===== src/rtl/floor_request_latch.sv =====
// Call-request store and IDLE/UP/DN direction scheduler for an N-floor elevator.
// Optional macro REQ_EDGE_DETECT_EN: buttons latch on rising edges instead of levels. All outputs are levels; no handshake.
module floor_request_latch #(
  parameter int FLOORS = 4,
  parameter int FW     = 2
) (
  input  logic              clk,
  input  logic              reset,
  input  logic [FLOORS-1:0] car_btn,
  input  logic [FLOORS-1:0] hall_up,
  input  logic [FLOORS-1:0] hall_dn,
  input  logic [FW-1:0]     floor,
  input  logic              door_open,
  output logic [FLOORS-1:0] car_req,
  output logic [FLOORS-1:0] up_req,
  output logic [FLOORS-1:0] dn_req,
  output logic [1:0]        dir,
  output logic [FW-1:0]     target,
  output logic              target_vld,
  output logic              pending
);

  typedef enum logic [1:0] {
    IDLE = 2'b00,
    UP   = 2'b01,
    DN   = 2'b10
  } dir_t;

  // Top floor has no up button, ground floor has no down button.
  localparam logic [FLOORS-1:0] UP_MASK  = {1'b0, {(FLOORS-1){1'b1}}};
  localparam logic [FLOORS-1:0] DN_MASK  = {{(FLOORS-1){1'b1}}, 1'b0};
  localparam logic [FW:0]       FLOORS_W = (FW+1)'(FLOORS);

  dir_t              state;
  dir_t              next_dir;
  logic [FW-1:0]     next_target;
  logic              next_vld;
  logic              floor_ok;
  logic [FLOORS-1:0] clr_hot;
  logic [FLOORS-1:0] car_set, up_set, dn_set;
  logic [FLOORS-1:0] up_clr, dn_clr;
  logic [FLOORS-1:0] any_req;
  logic              above, below, here;
  logic [FW-1:0]     up_tgt, dn_tgt;

  assign floor_ok = ({1'b0, floor} < FLOORS_W);

`ifdef REQ_EDGE_DETECT_EN
  logic [FLOORS-1:0] car_prev, up_prev, dn_prev;

  // History cleared in reset so a button held across release latches once.
  always_ff @(posedge clk) begin
    if (reset) begin
      car_prev <= '0;
      up_prev  <= '0;
      dn_prev  <= '0;
    end else begin
      car_prev <= car_btn;
      up_prev  <= hall_up;
      dn_prev  <= hall_dn;
    end
  end

  assign car_set = car_btn & ~car_prev;
  assign up_set  = hall_up & ~up_prev & UP_MASK;
  assign dn_set  = hall_dn & ~dn_prev & DN_MASK;
`else
  assign car_set = car_btn;
  assign up_set  = hall_up & UP_MASK;
  assign dn_set  = hall_dn & DN_MASK;
`endif

  always_comb begin
    clr_hot = '0;
    if (door_open && floor_ok) begin
      for (int f = 0; f < FLOORS; f++) begin
        if (FW'(f) == floor) clr_hot[f] = 1'b1;
      end
    end
  end

  // Hall calls are only answered when the car leaves in their direction.
  assign up_clr = (state != DN) ? clr_hot : '0;
  assign dn_clr = (state != UP) ? clr_hot : '0;

  always_ff @(posedge clk) begin
    if (reset) begin
      car_req <= '0;
      up_req  <= '0;
      dn_req  <= '0;
    end else begin
      car_req <= (car_req | car_set) & ~clr_hot;
      up_req  <= (up_req | up_set) & ~up_clr;
      dn_req  <= (dn_req | dn_set) & ~dn_clr;
    end
  end

  assign any_req = car_req | up_req | dn_req;
  assign pending = |any_req;

  // Descending scan leaves the lowest call above; ascending scan leaves the highest below.
  always_comb begin
    above  = 1'b0;
    below  = 1'b0;
    here   = 1'b0;
    up_tgt = '0;
    dn_tgt = '0;
    for (int f = FLOORS - 1; f >= 0; f--) begin
      if (any_req[f] && (FW'(f) > floor)) begin
        above  = 1'b1;
        up_tgt = FW'(f);
      end
    end
    for (int f = 0; f < FLOORS; f++) begin
      if (any_req[f] && (FW'(f) < floor)) begin
        below  = 1'b1;
        dn_tgt = FW'(f);
      end
      if (any_req[f] && (FW'(f) == floor)) here = 1'b1;
    end
  end

  always_comb begin
    next_dir = IDLE;
    case (state)
      DN:      next_dir = below ? DN : (above ? UP : IDLE);
      default: next_dir = above ? UP : (below ? DN : IDLE);
    endcase
    next_target = '0;
    next_vld    = 1'b0;
    case (next_dir)
      UP: begin
        next_target = up_tgt;
        next_vld    = 1'b1;
      end
      DN: begin
        next_target = dn_tgt;
        next_vld    = 1'b1;
      end
      default: begin
        if (here) begin
          next_target = floor;
          next_vld    = 1'b1;
        end
      end
    endcase
  end

  always_ff @(posedge clk) begin
    if (reset) begin
      state      <= IDLE;
      target     <= '0;
      target_vld <= 1'b0;
    end else if (floor_ok) begin
      state      <= next_dir;
      target     <= next_target;
      target_vld <= next_vld;
    end
  end

  assign dir = state;

endmodule

===== config.mk =====
export PLATFORM = sky130hd
export DESIGN_NAME = floor_request_latch
export DESIGN_NICKNAME = d
export VERILOG_FILES = /design/src/rtl/floor_request_latch.sv
export SDC_FILE = /design/constraint.sdc
export NUM_CORES = 1
export LEC_CHECK = 0
export ABC_AREA = 1
export BUFFER_PORTS_ARGS = -buffer_cell sky130_fd_sc_hd__buf_2
export CAP_MARGIN = 5
export CORE_UTILIZATION = 49
export CTS_CLUSTER_DIAMETER = 30
export CTS_CLUSTER_SIZE = 12
export DETAILED_ROUTE_END_ITERATION = 6
export PLACE_DENSITY = 0.91
export SLEW_MARGIN = 25
export SYNTH_ARGS = -nofsm -noshare
export SYNTH_HDL_FRONTEND = slang
export SYNTH_SLANG_ARGS = --single-unit

===== constraint.sdc =====
create_clock -name clk -period 3.6 [get_ports clk]
set_input_delay 0.18 -clock clk [delete_from_list [all_inputs] [get_ports clk]]
set_output_delay 0.18 -clock clk [all_outputs]
set_load 0.01 [all_outputs]

Yosys cells after proc, flatten, opt, wreduce, memory -nomap -nowiden
Index checks and enable logic that the tools add are counted.
{ "classes": {"addsub": 0, "multipliers": 0, "div": 0, "n_lt_le_gt_ge": 8, "eq_ne": 8, "shift": 0, "mux": 35, "bitwise": 11, "reduce_logical": 15} }
{ "op_table": {"columns": ["cell", "count"], "rows": [
  ["2-bit two-way mux", 11],
  ["1-bit two-way mux", 20],
  ["4-bit bitwise OR", 4],
  ["4-bit AND", 3],
  ["1-bit logical AND", 12],
  ["4-bit two-way mux", 3],
  ["4-bit NOT", 3],
  ["2-bit equality test, first input constant", 2],
  ["2-bit equality test, second input constant", 2],
  ["1-bit by 2-bit greater-than comparator with 1-bit output, first input constant", 2],
  ["2-bit greater-than comparator, first input constant", 2],
  ["1-bit by 2-bit < comparator with 1-bit output, first input constant", 2],
  ["2-bit < comparator, first input constant", 2],
  ["4-bit by 3-bit bitwise OR with 4-bit output", 1],
  ["2-bit case mux with 2 select lines", 1],
  ["4-bit OR reduction", 1],
  ["1-bit by 2-bit equality test with 1-bit output, first input constant", 1],
  ["2-bit by 1-bit equality test with 1-bit output, second input constant", 1],
  ["2-bit logical NOT", 1],
  ["2-bit by 1-bit != test with 1-bit output, second input constant", 1],
  ["2-bit != test, second input constant", 1],
  ["2-bit OR reduction", 1]
]} }
{ "word_totals": {"reg_bits": 17, "latch_bits": 0, "mem_bits_rw": 0, "rom_bits": 0, "output_inout_bits": 18, "memories": 0} }

Depth between registers and ports, before layout
{ "depth": {"depth_word": 13, "depth_mapped": 14, "ltp_nobuf": 14} }

Least setup slack after synthesis
No wires, ideal clock.
{ "synth_path": {"path_type": "flip-flop to flip-flop", "startpoint": "register car_req[2]", "endpoint": "register target[1]", "t_arrival_ns": 1.594, "required_time_ns": 3.488, "setup_slack_ns": 1.894, "stages_incl_launch_ff": 14, "path_buffers": 0, "period_less_slack_ns": 1.706, "cell_sequence": "dfxtp_1 inv_1 nand2_1 nand2_1 nand3_2 nand2_1 nand2_2 inv_1 ha_1 inv_1 a21oi_1 nand3_1 nand2_1 nor2_1"} }
{ "synth_via": {"elab_cells_between_ends": 26, "classes_between": "2 x eq/ne; 19 x mux; 2 x bitwise; 3 x reduce/logical"} }
{ "synth_rtl": {"columns": ["element", "line", "source"], "rows": [
  ["start, declared", "14", "output logic [FLOORS-1:0] car_req,"],
  ["start signal, assigned", "92", "car_req <= (car_req | car_set) & ~clr_hot;"],
  ["4-bit bitwise OR (*) (2 in a row)", "98", "assign any_req = car_req | up_req | dn_req;"],
  ["1-bit logical AND, on equally long branches", "115, 109", null],
  ["1-bit two-way mux, on equally long branches (2 in a row)", "115, 109", null],
  ["2-bit two-way mux or 1-bit two-way mux (tied branches)", "127, 109", null],
  ["2-bit two-way mux", "127", "default: next_dir = above ? UP : (below ? DN : IDLE);"],
  ["2-bit two-way mux (*)", "125", "case (state)"],
  ["named net next_dir[1]", "35", "dir_t next_dir;"],
  ["2-bit equality test or 2-bit by 1-bit equality test with 1-bit output (tied branches)", "131", "case (next_dir)"],
  ["2-bit case mux with 2 select lines (*)", "131", null],
  ["end signal, assigned", "156", "target <= next_target;"],
  ["end, declared", "18", "output logic [FW-1:0] target,"]
]} }
The timed path passes the listed nets; every way through them passes the cells marked *.
A chain may end at the register's enable or synchronous reset.

Worst setup path in the final report
{ "layout_path": {"startpoint": "register up_req[2]", "endpoint": "register target[1]"} }
{ "layout_via": {"elab_cells_between_ends": 26, "classes_between": "2 x eq/ne; 19 x mux; 2 x bitwise; 3 x reduce/logical"} }
{ "layout_rtl": {"columns": ["element", "line", "source"], "rows": [
  ["start, declared", "15", "output logic [FLOORS-1:0] up_req,"],
  ["start signal, assigned", "93", "up_req <= (up_req | up_set) & ~up_clr;"],
  ["4-bit bitwise OR (*) (2 in a row)", "98", null],
  ["1-bit logical AND, on equally long branches", "115, 109", null],
  ["1-bit two-way mux, on equally long branches (2 in a row)", "115, 109", null],
  ["2-bit two-way mux or 1-bit two-way mux (tied branches)", "127, 109", null],
  ["2-bit two-way mux", "127", null],
  ["2-bit two-way mux (*)", "125", null],
  ["named net next_dir[1]", "35", null],
  ["2-bit equality test or 2-bit by 1-bit equality test with 1-bit output (tied branches)", "131", null],
  ["2-bit case mux with 2 select lines (*)", "131", null]
]} }
Marks and branches as above.

==> flow_metrics.tcl <==
set metrics [dict create \
    cap_violations 0 \
    synthCells 128 \
    layout-drive-gt1-share_pct 26.99 \
    fp-row-count 14 \
    combPwrFrac_pct 29.8 \
    critPathKind "reg2reg" \
    wl_um 1761 \
    dp_hpwl_um 1408 \
    peakVddDrop_v 0.0003243 \
    drtPass1Iterations 6 \
    die-width_um 43.58 \
    final_hold_viol_count 0 \
    clock-sinks 17 \
    htree_num_levels 1 \
    synth.most_common_cell "nand2_1" \
    fill_cells 146 \
    synth_commonest_cells "nand2_1 (33), inv_1 (21), nor2_1 (21)" \
    fin_skew_ns 0.0008467 \
    grt.total_usage_pct 21.96 \
    drv_slew 0 \
    slew_headroom_pct 76.47 \
    status "complete, but fails checks" \
    grt_pass1_vias 798 \
    cts_tree "built" \
    netlist.area_leader.share_pct 40.18 \
    gp_congestion 0.8990 \
    async_flop_share_pct 0 \
    power_frac_clock_pct 22.3 \
    period_share_pct 54.06 \
    grt_antenna_before_repair 0 \
    dp_slack_ns 1.749 \
    regArea_um2 340.3 \
    p_sw_share_pct 32.81 \
    viasPerCell 4.950 \
    ys.flop_type "dfxtp_1" \
    internal_power_uw 300.9 \
    failed_checks "design-rule violations" \
    endpoint_kind "register" \
    routedWlPerCell_um 9.838 \
    cp_data_required_time_ns 3.79 \
    core_um2 1559 \
    post_cts_buffers 0 \
    io_buffers 32 \
    ant_nets 0 \
    via_count 886 \
    arrival_ns 2.14 \
    cts_hold_buf 0 \
    yosysTopAreaCell "dfxtp_1" \
    setup_tns_ns 0 \
    hold_slack_ns 0.08182 \
    setup_viol 0 \
    ys_types 18 \
    clkLatencyLatePin_ns 0.29 \
    io_pins 35 \
    fmax_mhz 513.9 \
    cts_buffers 3 \
    rsz0062_at_grt "false" \
    clk_path_buf_depth 2 \
    pwr-share-seq_pct 47.9 \
    area_delta_synth_final_pct 23.78 \
    grt_overflow 0 \
    synth-edff-count 0 \
    fp.dieH_um 43.58 \
    drc_errors 5 \
    syn_area_um2 847.1 \
    ys.warnings.count 0 \
    clkTransAtPathRegs_ns 0.09 \
    ys_seq_area_share_pct 40.18 \
    stdcell_count 179 \
    post_cts_resize_count 0 \
    grt_pass1_wl_um 3063 \
    syn_nets 147 \
    syn_avg_cell_area_um2 6.618 \
    yosys_register_bits 17 \
    n_antenna_cell 0 \
    min_period_ns 1.946 \
    num-nets-final 183 \
    holdCritPathClass "in2reg" \
    grt_max_degree 14 \
    power_leakage_uw 0.0006099 \
    start_util_pct 54.33 \
    multiInputGateArea_um2 411.6 \
    p_per_area_nw_per_um2 427.1 \
    dieArea_um2 1899 \
    worstMarginPinSlew_ns 0.3526 \
    dr.first_iter.drc_count 24 \
    cts_root_buffer "clkbuf_4" \
    worstPathMaxFanout 4 \
    switching_power_uw 146.9 \
    ys_top_cells_by_area "dfxtp_1 (40%), nand2_1 (15%), inv_1 (9.3%), nor2_1 (9.3%), o21ai_0 (5.3%)" \
    setup_ws_ns 1.654 \
    startpoint_type "register" \
    post-place-cells 175 \
]
state kept, by name, indices dropped and copies added (netlist names):
register and count:
car_req 4, dn_req 4, up_req 4, dir 2, target 2, target_vld 1
worst paths after layout:
kind | slack, ns | startpoint | endpoint | cells after the start
min | 0.08 | reset | dir[0] | 2
max | 1.65 | up_req[2] | target[1] | 13
min reg2reg | 0.48 | dn_req[0] | dn_req[0] | 2
max reg2reg | 1.65 | up_req[2] | target[1] | 13
cell usage in the layout (no fill, tap or decap):
cell type	Yosys	final
nand2_1	33	33
clkbuf_1	0	1
nand2_2	2	2
ha_1	2	2
nand3_2	2	2
o21ai_0	9	9
nor2_1	21	21
buf_2	1	32
clkbuf_4	0	3
o21ai_4	1	1
a21oi_1	7	7
clkinv_1	1	1
nor2_2	1	1
a21oi_2	1	1
inv_2	2	2
o211ai_1	1	1
a211oi_1	1	1
nand3_1	5	5
dfxtp_1	17	17
inv_1	21	21
power groups by stage:
stage / sequential [uW] / combinational, uW / clock (uW)
after floorplan: 229 / 81.2 / 0
after global placement: 218 / 129 / 0
after detailed placement: 219 / 132 / 0
after CTS: 215 / 134 / 102
after global routing: 217 / 152 / 112
final: 215 / 133 / 99.7
worst max-delay path, cell delays in order, from the launching register on:
cell and delay (ns):
dfxtp_1 0.37, nor2_2 0.07, nand2_1 0.13, nand2_1 0.12
nand3_2 0.12, nand2_1 0.07, nand2_2 0.08, inv_1 0.04
ha_1 0.32, inv_1 0.07, a21oi_1 0.15, nand3_1 0.15
nand2_1 0.11, nor2_1 0.05
metal layers:
metal,vias to the layer above,routed length (um),track usage [%]
met3,7,101,3.750
met2,36,817,37.01
met1,383,786,25.39
li1,460,-,-
met4,0,55,14.37
met5,-,0,0
cell type report:
| type | instances | share of cell area, % |
|---|---|---|
| Multi-Input combinational cell | 86 | 39.26 |
| Sequential cell | 17 | 32.46 |
| Inverter | 24 | 8.592 |
| Tap cell | 16 | 1.909 |
| Clock buffer | 4 | 2.506 |
| Timing Repair Buffer | 32 | 15.27 |
per-stage QoR:
stage	area, um2	util (%)	total power [uW]
floorplan	847.1	-	309.9
global placement	1022	65.57	347.8
detailed placement	1022	65.57	351.1
CTS	1049	67.26	450.7
global route	1049	67.26	481.0
finish	1049	67.26	447.8
logic make-up (layout without fill, tap and decap cells):
group | count (synthesis) | after routing | synth area share [%]
compound gates | 20 | 20 | 14.18
flops | 17 | 17 | 40.18
fa+ha+maj | 2 | 2 | 2.954
buf+inv | 25 | 60 | 11.23
simple gates | 64 | 64 | 31.46
Power figures use the tool's default switching activity.
